### src/rtl/dau_instr_arb_pkg.sv
// Shared definitions for the BCDU instruction-port arbiter: FSM state
// encodings, instruction width and the NOP word driven while no requester
// owns the port.
package dau_instr_arb_pkg;

    localparam int INSTR_W = 16;

    // Arbiter FSM states
    typedef enum logic [1:0] {
        S_IDLE = 2'd0,
        S_OWN  = 2'd1,
        S_GAP  = 2'd2
    } arb_state_e;

    // BCDU NOP opcode (top nibble) with zero operands
    localparam logic [3:0]         OP_NOP    = 4'h0;
    localparam logic [INSTR_W-1:0] INSTR_NOP = {OP_NOP, 12'h000};

endpackage

### src/rtl/dau_instr_arb_rr_pick.sv
// rr_pick: combinational round-robin picker. Scans the request vector
// starting at the pointer, wrapping modulo N_REQ, and returns the first
// requester found as a one-hot vector plus a found flag.
module rr_pick
    import dau_instr_arb_pkg::*;
#(
    parameter int N_REQ = 4
) (
    input  logic [N_REQ-1:0]         i_req,
    input  logic [$clog2(N_REQ)-1:0] i_ptr,
    output logic [N_REQ-1:0]         o_winner,
    output logic                     o_found
);

    localparam int PW = $clog2(N_REQ);

    logic [PW:0]   sum;
    logic [PW-1:0] idx;

    // First requesting index at or after the pointer, modulo N_REQ
    always_comb begin
        // NOTE: every variable gets a default before any conditional
        // assignment, so no path leaves it unassigned and no latch appears.
        o_winner = '0;
        o_found  = 1'b0;
        sum      = '0;
        idx      = '0;
        for (int i = 0; i < N_REQ; i++) begin
            sum = {1'b0, i_ptr} + (PW+1)'(i);
            if (sum >= (PW+1)'(N_REQ)) begin
                sum = sum - (PW+1)'(N_REQ);
            end
            idx = sum[PW-1:0];
            if (!o_found && i_req[idx]) begin
                o_winner[idx] = 1'b1;
                o_found       = 1'b1;
            end
        end
    end

endmodule

### src/rtl/dau_instr_arb.sv
// dau_instr_arb: round-robin ownership arbiter that lets N_REQ sequencers
// share one BCDU instruction port. A requester owns the port for a whole
// instruction sequence; a one-cycle gap separates consecutive owners.
// Optional ownership watchdog (and o_timeout port) when DAU_ARB_TIMEOUT_EN
// is defined.
module dau_instr_arb
    import dau_instr_arb_pkg::*;
#(
    parameter int N_REQ       = 4,
    parameter int TIMEOUT_CYC = 255
) (
    input  logic                       i_clk,
    input  logic                       i_rst,
    input  logic [N_REQ-1:0]           i_req,
    input  logic [N_REQ-1:0]           i_instr_valid,
    input  logic [INSTR_W*N_REQ-1:0]   i_instr,
    output logic [N_REQ-1:0]           o_instr_accept,
    output logic [N_REQ-1:0]           o_gnt,
    output logic                       o_instr_valid,
    output logic [INSTR_W-1:0]         o_instr,
    input  logic                       i_instr_accept,
    output logic                       o_busy,
    output logic                       o_proto_err
`ifdef DAU_ARB_TIMEOUT_EN
    ,
    output logic                       o_timeout
`endif
);

    localparam int PW = $clog2(N_REQ);

    if (N_REQ < 2 || N_REQ > 8 || TIMEOUT_CYC < 1) begin : g_bad_cfg
        $error("dau_instr_arb: unsupported N_REQ/TIMEOUT_CYC");
    end

    arb_state_e         state_q, state_d;
    logic [PW-1:0]      owner_q, owner_d;
    logic [PW-1:0]      ptr_q, ptr_d;
    logic               proto_err_q, proto_err_d;
    logic [PW-1:0]      pick_idx;
    logic [N_REQ-1:0]   pick_onehot;
    logic               pick_found;
    logic [N_REQ-1:0]   gnt_vec;
    logic               release_now;
    logic               wd_expire;
    logic [INSTR_W-1:0] slice [N_REQ];

    for (genvar k = 0; k < N_REQ; k++) begin : g_slice
        assign slice[k] = i_instr[k*INSTR_W +: INSTR_W];
    end

    rr_pick #(.N_REQ(N_REQ)) u_rr_pick (
        .i_req    (i_req),
        .i_ptr    (ptr_q),
        .o_winner (pick_onehot),
        .o_found  (pick_found)
    );

    // Convert the one-hot winner into an owner index
    always_comb begin
        pick_idx = '0;
        for (int i = 0; i < N_REQ; i++) begin
            if (pick_onehot[i]) pick_idx = PW'(i);
        end
    end

    // Grant vector: one-hot owner while in S_OWN, zero otherwise
    always_comb begin
        gnt_vec = '0;
        if (state_q == S_OWN) gnt_vec[owner_q] = 1'b1;
    end

`ifdef DAU_ARB_TIMEOUT_EN
    localparam int WD_W = $clog2(TIMEOUT_CYC + 1);

    logic [WD_W-1:0] wd_q, wd_d;
    logic            accepted;
    logic            timeout_q;

    assign accepted  = o_instr_valid & i_instr_accept;
    assign wd_expire = (state_q == S_OWN) && !accepted &&
                       (wd_q == WD_W'(TIMEOUT_CYC - 1));

    // Watchdog next value: count idle owner cycles, clear on any accept
    always_comb begin
        wd_d = '0;
        if (state_q == S_OWN && !accepted) wd_d = wd_q + 1'b1;
    end

    // Watchdog counter and one-cycle timeout pulse
    always_ff @(posedge i_clk) begin
        if (i_rst) begin
            wd_q      <= '0;
            timeout_q <= 1'b0;
        end else begin
            wd_q      <= wd_d;
            timeout_q <= wd_expire;
        end
    end

    assign o_timeout = timeout_q;
`else
    assign wd_expire = 1'b0;
`endif

    // Owner is done when it has dropped both request and valid (or watchdog fired)
    assign release_now = (state_q == S_OWN) &&
                         ((!i_req[owner_q] && !i_instr_valid[owner_q]) || wd_expire);

    // Next-state, owner, pointer and sticky protocol-error logic
    always_comb begin
        state_d     = state_q;
        owner_d     = owner_q;
        ptr_d       = ptr_q;
        proto_err_d = proto_err_q | (|(i_instr_valid & ~gnt_vec));
        case (state_q)
            S_IDLE: begin
                if (pick_found) begin
                    state_d = S_OWN;
                    owner_d = pick_idx;
                end
            end
            S_OWN: begin
                if (release_now) begin
                    state_d = S_GAP;
                    ptr_d   = (owner_q == PW'(N_REQ - 1)) ? '0 : owner_q + 1'b1;
                end
            end
            S_GAP:   state_d = S_IDLE;
            default: state_d = S_IDLE;
        endcase
    end

    // State, owner, pointer and error registers
    always_ff @(posedge i_clk) begin
        // NOTE: sequential state uses non-blocking assignments so every
        // register samples pre-edge values regardless of statement order.
        if (i_rst) begin
            state_q     <= S_IDLE;
            owner_q     <= '0;
            ptr_q       <= '0;
            proto_err_q <= 1'b0;
        end else begin
            state_q     <= state_d;
            owner_q     <= owner_d;
            ptr_q       <= ptr_d;
            proto_err_q <= proto_err_d;
        end
    end

    // Instruction path: forward the owner's port in S_OWN, NOP otherwise
    always_comb begin
        o_instr_valid  = 1'b0;
        o_instr        = INSTR_NOP;
        o_instr_accept = '0;
        if (state_q == S_OWN) begin
            o_instr_valid           = i_instr_valid[owner_q];
            o_instr                 = slice[owner_q];
            o_instr_accept[owner_q] = i_instr_accept;
        end
    end

    assign o_gnt       = gnt_vec;
    assign o_busy      = (state_q == S_OWN);
    assign o_proto_err = proto_err_q;

endmodule

### config.mk
export PLATFORM = sky130hd
export DESIGN_NAME = dau_instr_arb
export DESIGN_NICKNAME = d
export VERILOG_FILES = /design/src/rtl/dau_instr_arb_pkg.sv /design/src/rtl/dau_instr_arb_rr_pick.sv /design/src/rtl/dau_instr_arb.sv
export SDC_FILE = /design/constraint.sdc
export NUM_CORES = 1
export LEC_CHECK = 0
export ABC_CLOCK_PERIOD_IN_PS = 5600
export BUFFER_PORTS_ARGS = -buffer_cell sky130_fd_sc_hd__buf_2
export CORE_MARGIN = 5
export CORE_UTILIZATION = 44
export DETAILED_ROUTE_END_ITERATION = 10
export PLACE_DENSITY = 0.87
export SLEW_MARGIN = 0
export SYNTH_ARGS = -nofsm -noshare
export SYNTH_HDL_FRONTEND = slang
export SYNTH_SLANG_ARGS = --single-unit
### constraint.sdc
create_clock -name i_clk -period 5.6 [get_ports i_clk]
set_clock_uncertainty 0.1 [all_clocks]
set_input_delay 1.12 -clock i_clk [delete_from_list [all_inputs] [get_ports i_clk]]
set_output_delay 1.12 -clock i_clk [all_outputs]
set_load 0.02 [all_outputs]
Word-level counts from Yosys, hierarchy flattened. Index checks and enable logic that the tools add are counted.

Input port bits: 75. Output and inout port bits: 27. Word-level logic and storage cells: 107. Bits in registers: 7.

Reduce and logical (&&, ||, !) cells: 20. Bitwise operators: 8. Equal/unequal tests: 4. Add/sub/neg operators: 8. Multiplexer cells: 48. Order comparisons: 15.

Operators by type and width (number): 2-to-1 mux 16 bit (3); binary-select mux 16 bit (select 2 bit) (1); 2-to-1 mux 4 bit (6); 2-to-1 mux 2 bit (9); 2-to-1 mux 1 bit (17); < comparator 2 x 3 -> 1 bit (second input constant) (5); binary-select mux 1 bit (select 2 bit) (6); greater-or-equal comparator 3 bit (second input constant) (4); bitwise OR 4 bit (3); demux 1 bit (select 2 bit) (5); greater-or-equal comparator 2 x 1 -> 1 bit (second input constant) (5); logical AND 1 bit (10); AND 4 bit (2); subtractor 2 x 1 -> 2 bit (second input constant) (4); adder 2 x 2 -> 3 bit (second input constant) (2); AND reduction 2 bit (3); logical NOT 1 bit (5); inverter 4 bit (1); case mux 2 bit (2 select lines) (1); OR reduction 4 bit (1); adder 2 x 1 -> 3 bit (second input constant) (1); greater-or-equal comparator 2 x 3 -> 1 bit (second input constant) (1); inverter 2 -> 3 bit (1); adder 2 x 1 -> 2 bit (second input constant) (1); other kinds (6) (6).

Depth between registers and ports, before layout.
Word-level depth: 17. Mapped depth: 8. Mapped depth without buffers: 7.

By module. A second synthesis with hierarchy kept.

Cell total of the unflattened synthesis: 162. Area, all modules: 1536.5 um^2.

By module, submodules not included: dau_instr_arb (cells each 100, area an instance 1028.5 um^2, instances 1, sequential area each 140.1 um^2); rr_pick (cells each 62, area an instance 508.0 um^2, instances 1, sequential area each 0.0 um^2).

Worst setup path before layout. OpenSTA, ideal clock, no wires.

Kind: input -> output. Start: input i_instr_valid[3]. End: output o_instr_valid. Data required time: 4.380 ns. Path buffers: 0. Slack: 2.586 ns. Stages: 2. Arrival time: 1.794 ns. Cells stage by stage: mux4_2 -> and2_1.

Cells in the longest elaborated chain, start to end: 3.

Ends and longest elaborated chain: start: declaration (RTL line dau_instr_arb.sv:15) `input logic [N_REQ-1:0] i_instr_valid,`; binary-select mux 1 bit (select 2 bit) (RTL line dau_instr_arb.sv:157) `o_instr_valid = i_instr_valid[owner_q];`; 2-to-1 mux 1 bit (not written as such) (RTL line dau_instr_arb.sv:157); 2-to-1 mux 1 bit (RTL line dau_instr_arb.sv:156) `if (state_q == S_OWN) begin`; end: declaration (RTL line dau_instr_arb.sv:19) `output logic o_instr_valid,`.

No other way between the ends. The select of a mux whose other input is x is not followed.

Final worst setup path.
Start: register owner_q[0]. End: output o_instr_valid.

Cells in the longest elaborated chain, start to end: 3.

Ends and longest elaborated chain: start: declaration (RTL line dau_instr_arb.sv:37) `logic [PW-1:0] owner_q, owner_d;`; start signal: assignment (RTL line dau_instr_arb.sv:145) `owner_q <= owner_d;`; binary-select mux 1 bit (select 2 bit) (RTL line dau_instr_arb.sv:157); 2-to-1 mux 1 bit (not written as such) (RTL line dau_instr_arb.sv:157); 2-to-1 mux 1 bit (RTL line dau_instr_arb.sv:156).

No other way between the ends. The select of a mux whose other input is x is not followed.

==> impl_metrics.py <==
metrics = {
    "logic_synthesis": {
        "synth_cell_types": 35,
        "synth_ff_type": "dfxtp_1",
        "synth.avg_cell_area_um2": 10.2,
        "yosys.area_share.simple_pct": 18.9,
        "synthMuxAreaShare_pct": 42.9,
        "synth_async_sr_flop_share_pct": 0,
        "synth-edff-count": 0,
        "synth.top_cell.area_share_pct": 32.3,
        "synthCells": 130,
        "synth-seq-cells": 7,
        "synth_top_family_by_area": "multiplexers",
        "synth-compound-area-share_pct": 10.8,
        "synth-xor-area-share_pct": 0,
        "syn_nets": 216,
        "synth_area_mm2": 0.00132,
        "yosysMostFrequentCell": "mux4_2",
        "netlist_top_cells_area": "mux4_2 (32%), dfxtp_1 (11%), ha_1 (10%)",
        "yosys_warnings": 0,
        "ys_seq_area_share_pct": 10.6,
        "synth_commonest_cells": "mux4_2 (19), and2_1 (17), ha_1 (11), inv_1 (11)",
        "synthAdderAreaFrac_pct": 10.4,
        "synth_top_area_cell": "mux4_2",
    },
    "clock_tree": {
        "clk_latency_ns": 0.26,
        "post_cts_buffers": 0,
        "ctsHoldBuffers": 0,
        "cts-resized-gates": 0,
        "clkTransAtPathRegs_ns": 0.06,
        "cts.path.max_buffers": 2,
        "cts_root_buf": "clkbuf_4",
        "cts_tree": "built",
        "cts_num_sinks": 7,
        "numCtsBuffers": 3,
        "htreeDepth": 1,
    },
    "route": {
        "drtPass1Iterations": 6,
        "wire_per_inst_um": 15.1,
        "first_iter_violations": 47,
        "antenna_left": 0,
        "avgViaCountPerCell": 5.46,
        "drt_wl_total_um": 3930,
        "drc_errors": 0,
        "vias": 1420,
    },
    "worst_setup_path": {
        "critPathSlowestCell": "dfxtp_1",
        "arrival_ns": 2.17,
        "rr_startpoint": "ptr_q[0]$_SDFFE_PP0P_",
        "cp_top_family": "flip-flops",
        "critPathBufInv": 2,
        "crit_path_cell_trace": "buf_4 -> mux4_2 -> and2_1 -> buf_2",
        "setup.worst_path.start": "owner_q[0]$_SDFFE_PP0P_",
        "end_kind": "primary output",
        "slowest_delay_ns": 0.67,
        "cp-start-kind": "register",
        "path_class": "reg -> out",
        "critPathRequiredTime_ns": 4.38,
        "worst-path-max-fanout": 14,
    },
    "worst_hold_path": {
        "hold_class": "reg -> reg",
        "holdCritStartpoint": "o_proto_err$_SDFF_PP0_",
    },
    "die": {
        "dieArea_mm2": 0.00421,
        "die_h_um": 64.9,
        "initial_core_util_pct": 44.5,
        "ioPinCount": 102,
        "die_x_um": 64.9,
        "core_mm2": 0.00298,
        "fp-row-count": 20,
    },
    "layout": {
        "seqCellArea_um2": 140,
        "syn_to_final_growth_pct": 40.6,
        "fillers": 275,
        "drive_gt1_share_pct": 56.4,
        "nNetsFinal": 314,
        "multiInputGateArea_mm2": 0.00110,
        "diodes": 0,
        "fin_util_pct": 62.5,
    },
    "timing": {
        "period_minus_slack_ns": 3.39,
        "fin_crit_sh_pct": 60.6,
        "tns_ns": 0,
        "rsz0062_at_grt": "false",
        "max_slew.worst_pin.slew_ns": 0.865,
        "report.final.setup_viol": 0,
        "slew_viol_final": 0,
        "finalHoldViolCount": 0,
        "relSlewSlack_pct": 42.2,
        "fmax_ghz": 0.295,
    },
    "grt": {
        "grt_max_degree": 28,
        "grt.total_usage_pct": 17.8,
        "grt_pass1_vias": 1381,
        "grt_pass1_wl_um": 5900,
        "gr-total-overflow": 0,
        "antenna_found_initial": 0,
    },
    "power_and_ir_drop": {
        "power.density_mw_per_mm2": 299,
        "p_leak_nw": 0.967,
        "vdd_drop_max_mv": 0.194,
    },
    "status": {
        "status": "complete, no violations",
    },
    "place": {
        "port_buffers": 101,
        "dp_hpwl_um": 3340,
        "gp_congestion": 0.774,
    },
    "run": {
        "drv_cap": 0,
    },
}
power breakdown:
group	internal (mW)	switching [mW]
clock network	0.0263	0.0229
logic	0.212	0.194
registers	0.0605	0.0400
per-stage QoR:
| step | instance area [um^2] | hold slack [ns] | setup WS, ns | power, mW | std cells |
|---|---|---|---|---|---|
| after floorplan | 1320 | 0.393 | 2.59 | 0.403 | 130 |
| after global placement | 1830 | 0.405 | 2.39 | 0.505 | 256 |
| after global routing | 1860 | 0.451 | 2.04 | 0.602 | 260 |
| after CTS | 1860 | 0.433 | 2.14 | 0.563 | 260 |
| final | 1860 | 0.426 | 2.21 | 0.556 | 260 |
| after detailed placement | 1830 | 0.417 | 2.34 | 0.513 | 256 |
sequential cells by signal, summed over array words and instances, names as in the netlist:
| name | flops |
|---|---|
| state_q | 2 |
| owner_q | 2 |
| ptr_q | 2 |
| o_proto_err | 1 |
path summary, 6_finish.rpt:
path,depth (start not counted),slack [ns],endpoint
hold reg to reg,2,0.43,o_proto_err$_SDFF_PP0_
hold / removal,2,0.43,o_proto_err$_SDFF_PP0_
setup reg to reg,7,2.50,owner_q[0]$_SDFFE_PP0P_
setup / recovery,4,2.21,o_instr_valid
cell families (layout without fill, tap and decap cells):
kind of cell / after synthesis / after routing
AOI/OAI and AO/OA: 19 / 19
adders and majority gates: 11 / 11
buffers and inverters: 20 / 117
DFF: 7 / 7
muxes: 28 / 28
and+or+nand+nor: 45 / 45
tightest hold or removal path: stages, from the launching register on:
cell	delay, ns
dfxtp_1	0.32
a21oi_1	0.04
a21oi_1	0.13
routing by layer:
metal	track usage (%)	part of all wire, %	vias to the layer above
li1	-	-	691
met1	17.6	34	665
met2	35.0	54	60
met3	5.37	11	4
met4	5.28	1.1	0
met5	0	0	-
cells in the final DEF, fill, tap and decap left out, types with 5 or more instances in the layout:
cell type | synthesis | layout
a21oi_1 | 7 | 7
and2_1 | 17 | 17
dfxtp_1 | 7 | 7
nor2_1 | 6 | 6
buf_2 | 2 | 101
ha_1 | 11 | 11
nand2_1 | 6 | 6
and3_1 | 5 | 5
mux4_2 | 19 | 19
mux2i_1 | 5 | 5
inv_1 | 11 | 11
layout make-up:
class	count	share of cell area, %
clock buffer	3	1.21
sequential	7	7.53
multi-input combinational	103	59.0
tap	33	2.22
clock inverter	1	0.269
timing repair buffer	102	27.6
inverter	11	2.22
(Power assumes the default switching activity.)
